### src/rtl/sort_pkg.sv
// Shared types and helpers for the sorter front end: FSM state encoding,
// default frame geometry and the sort-neutral pad value.
package sort_pkg;

  typedef enum logic {
    FILL = 1'b0,
    PAD  = 1'b1
  } state_e;

  localparam int DEFAULT_LOG_INPUT_NUM = 5;
  localparam int DEFAULT_N             = 1 << DEFAULT_LOG_INPUT_NUM;

  // Widest element the pad helper can describe; callers slice the low bits.
  localparam int PAD_MAX_W = 128;

  // Value that sorts after every real element for the given interpretation.
  function automatic logic [PAD_MAX_W-1:0] pad_value(input logic is_signed,
                                                     input logic ascending,
                                                     input int   data_width);
    logic [PAD_MAX_W-1:0] v;
    v = '0;
    for (int i = 0; i < PAD_MAX_W; i++) begin
      if (i < data_width) begin
        if (ascending) v[i] = !(is_signed && (i == data_width - 1));
        else           v[i] =   is_signed && (i == data_width - 1);
      end
    end
    return v;
  endfunction

endpackage

### src/rtl/sort_frame_loader.sv
// Streaming loader: gathers 2**LOG_INPUT_NUM elements into an assembly buffer,
// pads short frames, and presents each completed frame with a one-cycle strobe.
module sort_frame_loader
  import sort_pkg::*;
#(
  parameter int LOG_INPUT_NUM = DEFAULT_LOG_INPUT_NUM,
  parameter int DATA_WIDTH    = 32,
  parameter int SIGNED        = 0,
  parameter int ASCENDING     = 1
) (
  input  logic                                   clk,
  input  logic                                   rst,
  input  logic                                   in_valid,
  output logic                                   in_ready,
  input  logic [DATA_WIDTH-1:0]                  in_data,
  input  logic                                   in_last,
  output logic                                   x_valid,
  output logic [DATA_WIDTH*(1<<LOG_INPUT_NUM)-1:0] x,
  output logic [LOG_INPUT_NUM:0]                 x_count,
  output state_e                                 dbg_state
);

  localparam int N  = 1 << LOG_INPUT_NUM;
  localparam int PW = LOG_INPUT_NUM;
  localparam int CW = LOG_INPUT_NUM + 1;
  localparam logic [PAD_MAX_W-1:0] PAD_FULL =
    pad_value(SIGNED != 0, ASCENDING != 0, DATA_WIDTH);
  localparam logic [DATA_WIDTH-1:0] PAD_VAL = PAD_FULL[DATA_WIDTH-1:0];
  localparam logic [PW-1:0] LAST_SLOT = PW'(N - 1);

  // Handshake: an element moves on any rising edge where in_valid && in_ready;
  // the source must hold in_data/in_last stable while in_ready is low.

  state_e                  state_q, state_d;
  logic [PW-1:0]           ptr_q, ptr_d;
  logic [CW-1:0]           cnt_q, cnt_d;
  logic                    x_valid_q;
  logic [DATA_WIDTH*N-1:0] x_q;
  logic [CW-1:0]           x_count_q;

  logic                    wr_en;
  logic [DATA_WIDTH-1:0]   wr_data;
  logic                    complete;
  logic [DATA_WIDTH*N-1:0] frame_d;

  always_comb begin
    state_d  = state_q;
    ptr_d    = ptr_q;
    cnt_d    = cnt_q;
    wr_en    = 1'b0;
    wr_data  = in_data;
    complete = 1'b0;
    in_ready = !rst && (state_q == FILL);
    case (state_q)
      FILL: begin
        if (in_valid && in_ready) begin
          wr_en = 1'b1;
          cnt_d = CW'(ptr_q) + CW'(1);
          if (ptr_q == LAST_SLOT) begin
            complete = 1'b1;
          end else begin
            ptr_d = ptr_q + PW'(1);
            if (in_last) state_d = PAD;
          end
        end
      end
      PAD: begin
        wr_en   = 1'b1;
        wr_data = PAD_VAL;
        if (ptr_q == LAST_SLOT) complete = 1'b1;
        else                    ptr_d    = ptr_q + PW'(1);
      end
      default: state_d = FILL;
    endcase
    if (complete) begin
      ptr_d   = '0;
      state_d = FILL;
    end
  end

  // Each slot updates only when addressed; frame_d is the buffer as it will
  // look after this edge, so a completing write lands in x on the same edge.
  for (genvar i = 0; i < N; i++) begin : g_slot
    logic [DATA_WIDTH-1:0] slot_q;
    logic                  slot_en;
    assign slot_en = wr_en && (ptr_q == PW'(i));
    assign frame_d[DATA_WIDTH*i +: DATA_WIDTH] = slot_en ? wr_data : slot_q;
    always_ff @(posedge clk) begin
      if (slot_en) slot_q <= wr_data;
    end
  end

  always_ff @(posedge clk) begin
    if (rst) begin
      state_q   <= FILL;
      ptr_q     <= '0;
      cnt_q     <= '0;
      x_valid_q <= 1'b0;
      x_q       <= '0;
      x_count_q <= '0;
    end else begin
      state_q   <= state_d;
      ptr_q     <= ptr_d;
      cnt_q     <= cnt_d;
      x_valid_q <= complete;
      if (complete) begin
        x_q       <= frame_d;
        x_count_q <= cnt_d;
      end
    end
  end

  assign x_valid   = x_valid_q;
  assign x         = x_q;
  assign x_count   = x_count_q;
  assign dbg_state = state_q;

endmodule

### config.mk
export PLATFORM = sky130hd
export DESIGN_NAME = sort_frame_loader
export DESIGN_NICKNAME = d
export VERILOG_FILES = /design/src/rtl/sort_pkg.sv /design/src/rtl/sort_frame_loader.sv
export SDC_FILE = /design/constraint.sdc
export NUM_CORES = 2
export LEC_CHECK = 0
export ABC_AREA = 1
export BUFFER_PORTS_ARGS = -buffer_cell sky130_fd_sc_hd__buf_2
export CAP_MARGIN = 20
export CORE_UTILIZATION = 25
export DETAILED_ROUTE_END_ITERATION = 16
export PLACE_DENSITY_LB_ADDON = 0.1
export SLEW_MARGIN = 40
export SYNTH_ARGS = -nofsm -noshare
export SYNTH_HDL_FRONTEND = slang
export SYNTH_SLANG_ARGS = --single-unit
### constraint.sdc
create_clock -name clk -period 3.09 [get_ports clk]
set_input_delay 0.309 -clock clk [delete_from_list [all_inputs] [get_ports clk]]
set_output_delay 0.309 -clock clk [all_outputs]
set_load 0.01 [all_outputs]
==> impl_metrics.ini <==
[global_routing]
grt_antenna_before_repair = 53
gr-total-overflow = 0
grt_pass1_vias = 61500
grt_util_all_layers_pct = 22.4
grt_pass1_wl_um = 485000
grt_max_degree = 153

[detailed_routing]
routedWlPerCell_um = 23.6
vias = 66600
wirelength_um = 353000
firstDrtPassIters = 6
drc = 0
ant_nets = 0
drt_iter0_markers = 5350
avgViaCountPerCell = 4.44

[placement]
portBuffers = 1068
dp_hpwl_um = 231000
globalplace.congestion = 0.782

[power]
ir_worst_vdd_uv = 468
clkPwrFrac_pct = 48.7
power_switching_mw = 15.3
internal_power_mw = 46.1
p_seq_share_pct = 45.0
sw_frac_of_total_pct = 24.9
leakagePower_nw = 48.9
combPwrFrac_pct = 6.3
powerDensity_nw_per_um2 = 649

[setup_path]
path_buf_inv = 3
critPathTopFamily = simple AND/OR/NAND/NOR gates
crit_fanout = 81
path_cells = ha_1 > inv_1 > nor3_2 > ha_2 > nand3_2 > a21oi_4 > buf_12 > buf_12 > nand3_1 > nand2_1
slowest_delay_ps = 440
critical_path_class = flop to flop
cp.required_ps = 3930
crit_path_start_kind = flop
crit_slowest_cell = dfxtp_1
end_kind = flop
critPathMostFrequentCell = buf_12
r2r-start = ptr_q[1]
cp.arrival_ps = 3780
startpoint = ptr_q[1]

[synthesis]
synthArstFlopShare_pct = 0
synth_area_per_cell_um2 = 7.68
synth_edf_count = 0
synth_area_leader_cell = dfxtp_1
synth_nets = 9869
synth_top_cell_area_share_pct = 54.8
synth-seq-cells = 2067
syn_area_um2 = 75500
netlist_instances = 9826
synth_ff_type = dfxtp_1
synthTopCellsByArea = dfxtp_1 (55%), nand2_1 (18%), nand3_1 (12%), and2_1 (6.4%), inv_1 (4.0%)
yosysWarningCount = 0
synth_cell_type_count = 21
yosysSeqAreaShare_pct = 54.8

[clock_network]
clock-sinks = 2067
clock_latency_ps = 930
postCtsSetupBuffers = 0
cts.path.max_buffers = 4
cts_root_buf = clkbuf_16
cts_tree = built
cts_buffers = 240
clkTransAtPathRegs_ps = 60
h-tree-depth = 4

[sta]
worstMarginPinSlew_ps = 859
fmax_mhz = 340
hold_viol = 0
setup_viol = 0
rsz0062_at_grt = false
period_minus_slack_ps = 2940
relSlewSlack_pct = 42.7
finalSetupTns_ps = 0
slew_viol_final = 0
fin_skew_ps = 60.7
fin_crit_sh_pct = 95.3

[floorplanning]
dieArea_um2 = 304000
ioPinCount = 1069
coreArea_um2 = 300000
rows = 201
dieWidth_um = 552
die_y_um = 552
start_util_pct = 25.2

[final_layout]
area_growth_pct = 25.3
postLayoutCoreUtil_pct = 31.5
drive_gt1_share_pct = 16.5
num-nets-final = 10800

[outcome]
status = complete, no violations

[flow_run]
timing.max_cap.violations = 0

[min_path]
min_path_type = input port to flop
hp-start = in_data[28]
==> worst paths after layout <==
path / end / slack (ps) / cells past startpoint
max: x[327] / 150 / 10
min: g_slot[23].slot_q[28] / 70 / 5
max reg2reg: x[327] / 150 / 10
min reg2reg: g_slot[14].slot_q[20] / 440 / 2
==> worst register-to-register path, stage by stage (launching register included) <==
cell and delay [ps]:
dfxtp_1 440, ha_1 300, inv_1 100, nor3_2 230
ha_2 250, nand3_2 110, a21oi_4 400, buf_12 220
buf_12 340, nand3_1 390, nand2_1 110
==> placed cells by master (no fill, tap or decap), types with 2 or more instances in the layout <==
master            n
a21oi_1           6
and2_1          768
buf_12           69
buf_2          1068
buf_4           200
bufinv_16        17
clkbuf_1         43
clkbuf_16       240
clkbuf_8         80
clkinv_16         3
clkinv_2         41
clkinv_4          4
clkinv_8          2
clkinvlp_4        8
dfxtp_1        2065
diode_2          16
dlygate4sd3_1     8
ha_1              6
inv_1           811
inv_16            3
inv_2             4
inv_6             5
nand2_1        3656
nand3_1        1806
nand4_1           2
nor2_1            7
nor2_2           13
nor2_4           51
o21ai_0           9
==> layer usage <==
| layer | vias up | routed length [um] | track usage [%] |
|---|---|---|---|
| li1 | 32500 | - | - |
| met1 | 31800 | 165000 | 31.1 |
| met2 | 1944 | 158000 | 35.6 |
| met3 | 415 | 18100 | 3.29 |
| met4 | 6 | 11200 | 6.75 |
| met5 | - | 35 | 0 |
==> synth_stat cells, types with 2 or more instances <==
master and n:
nand2_1 3658, dfxtp_1 2067, nand3_1 1806, inv_1 814, and2_1 768, buf_2 432, clkbuf_1 141, nor2_1 51
buf_4 26, nor2_2 19, buf_1 12, o21ai_0 9, a21oi_1 7, ha_1 7, buf_6 2, nand4_1 2
==> cells by family after synthesis <==
kind of cell / after synthesis / share of synthesized area (%)
AND/OR/NAND/NOR: 6307 / 37.0
buffers and inverters: 1428 / 7.97
AO/OA/AOI/OAI: 17 / 0.118
adder cells (fa/ha/maj): 7 / 0.116
flip-flops: 2067 / 54.8
==> power groups by stage <==
| stage | registers [mW] | logic (mW) | clock network, mW |
|---|---|---|---|
| floorplan | 28.2 | 2.04 | 0 |
| global placement | 28.2 | 3.89 | 0 |
| detailed placement | 28.2 | 3.91 | 0 |
| CTS | 27.6 | 3.95 | 30.7 |
| global route | 27.7 | 4.19 | 31.7 |
| finish | 27.6 | 3.84 | 29.9 |
==> through the flow <==
| stage | power, mW | hold WS, ps | instance area (um^2) | std cells | setup slack (ps) |
|---|---|---|---|---|---|
| 2_1_floorplan | 30.2 | 416 | 75500 | 9826 | 763 |
| 3_3_place_gp | 32.1 | 424 | 86100 | 14500 | 236 |
| 3_5_place_dp | 32.1 | 429 | 86100 | 14500 | 152 |
| 4_1_cts | 62.3 | 8.17 | 94500 | 15000 | 126 |
| 5_1_grt | 63.6 | 40.2 | 94500 | 15000 | 37.9 |
| 6_report | 61.4 | 70.8 | 94600 | 15000 | 146 |
==> layout make-up <==
cell class | count | area [um^2]
Inverter | 815 | 3060
Tap cell | 3958 | 4950
Fill cell | 31900 | 205000
Timing Repair Buffer | 1346 | 8320
Sequential cell | 2067 | 41400
Clock buffer | 363 | 7270
Clock inverter | 83 | 1040
Antenna cell | 16 | 40.0
Multi-Input combinational cell | 6331 | 28500
==> what timing repair did <==
| action | in CTS | in global routing |
|---|---|---|
| resized for setup | 0 | 1 |
| hold buffers | 8 | 0 |
| setup endpoints to repair | 0 | 47 |
| endpoints found under the hold margin | 38 | 0 |
==> flip-flops by register name, indices dropped and copies added (netlist names) <==
| register | flops |
|---|---|
| cnt_q | 6 |
| dbg_state | 1 |
| ptr_q | 5 |
| g_slot.slot_q | 1024 |
| x_valid | 1 |
| x | 1024 |
| x_count | 6 |
No activity file was read; power rests on OpenSTA's default activity.
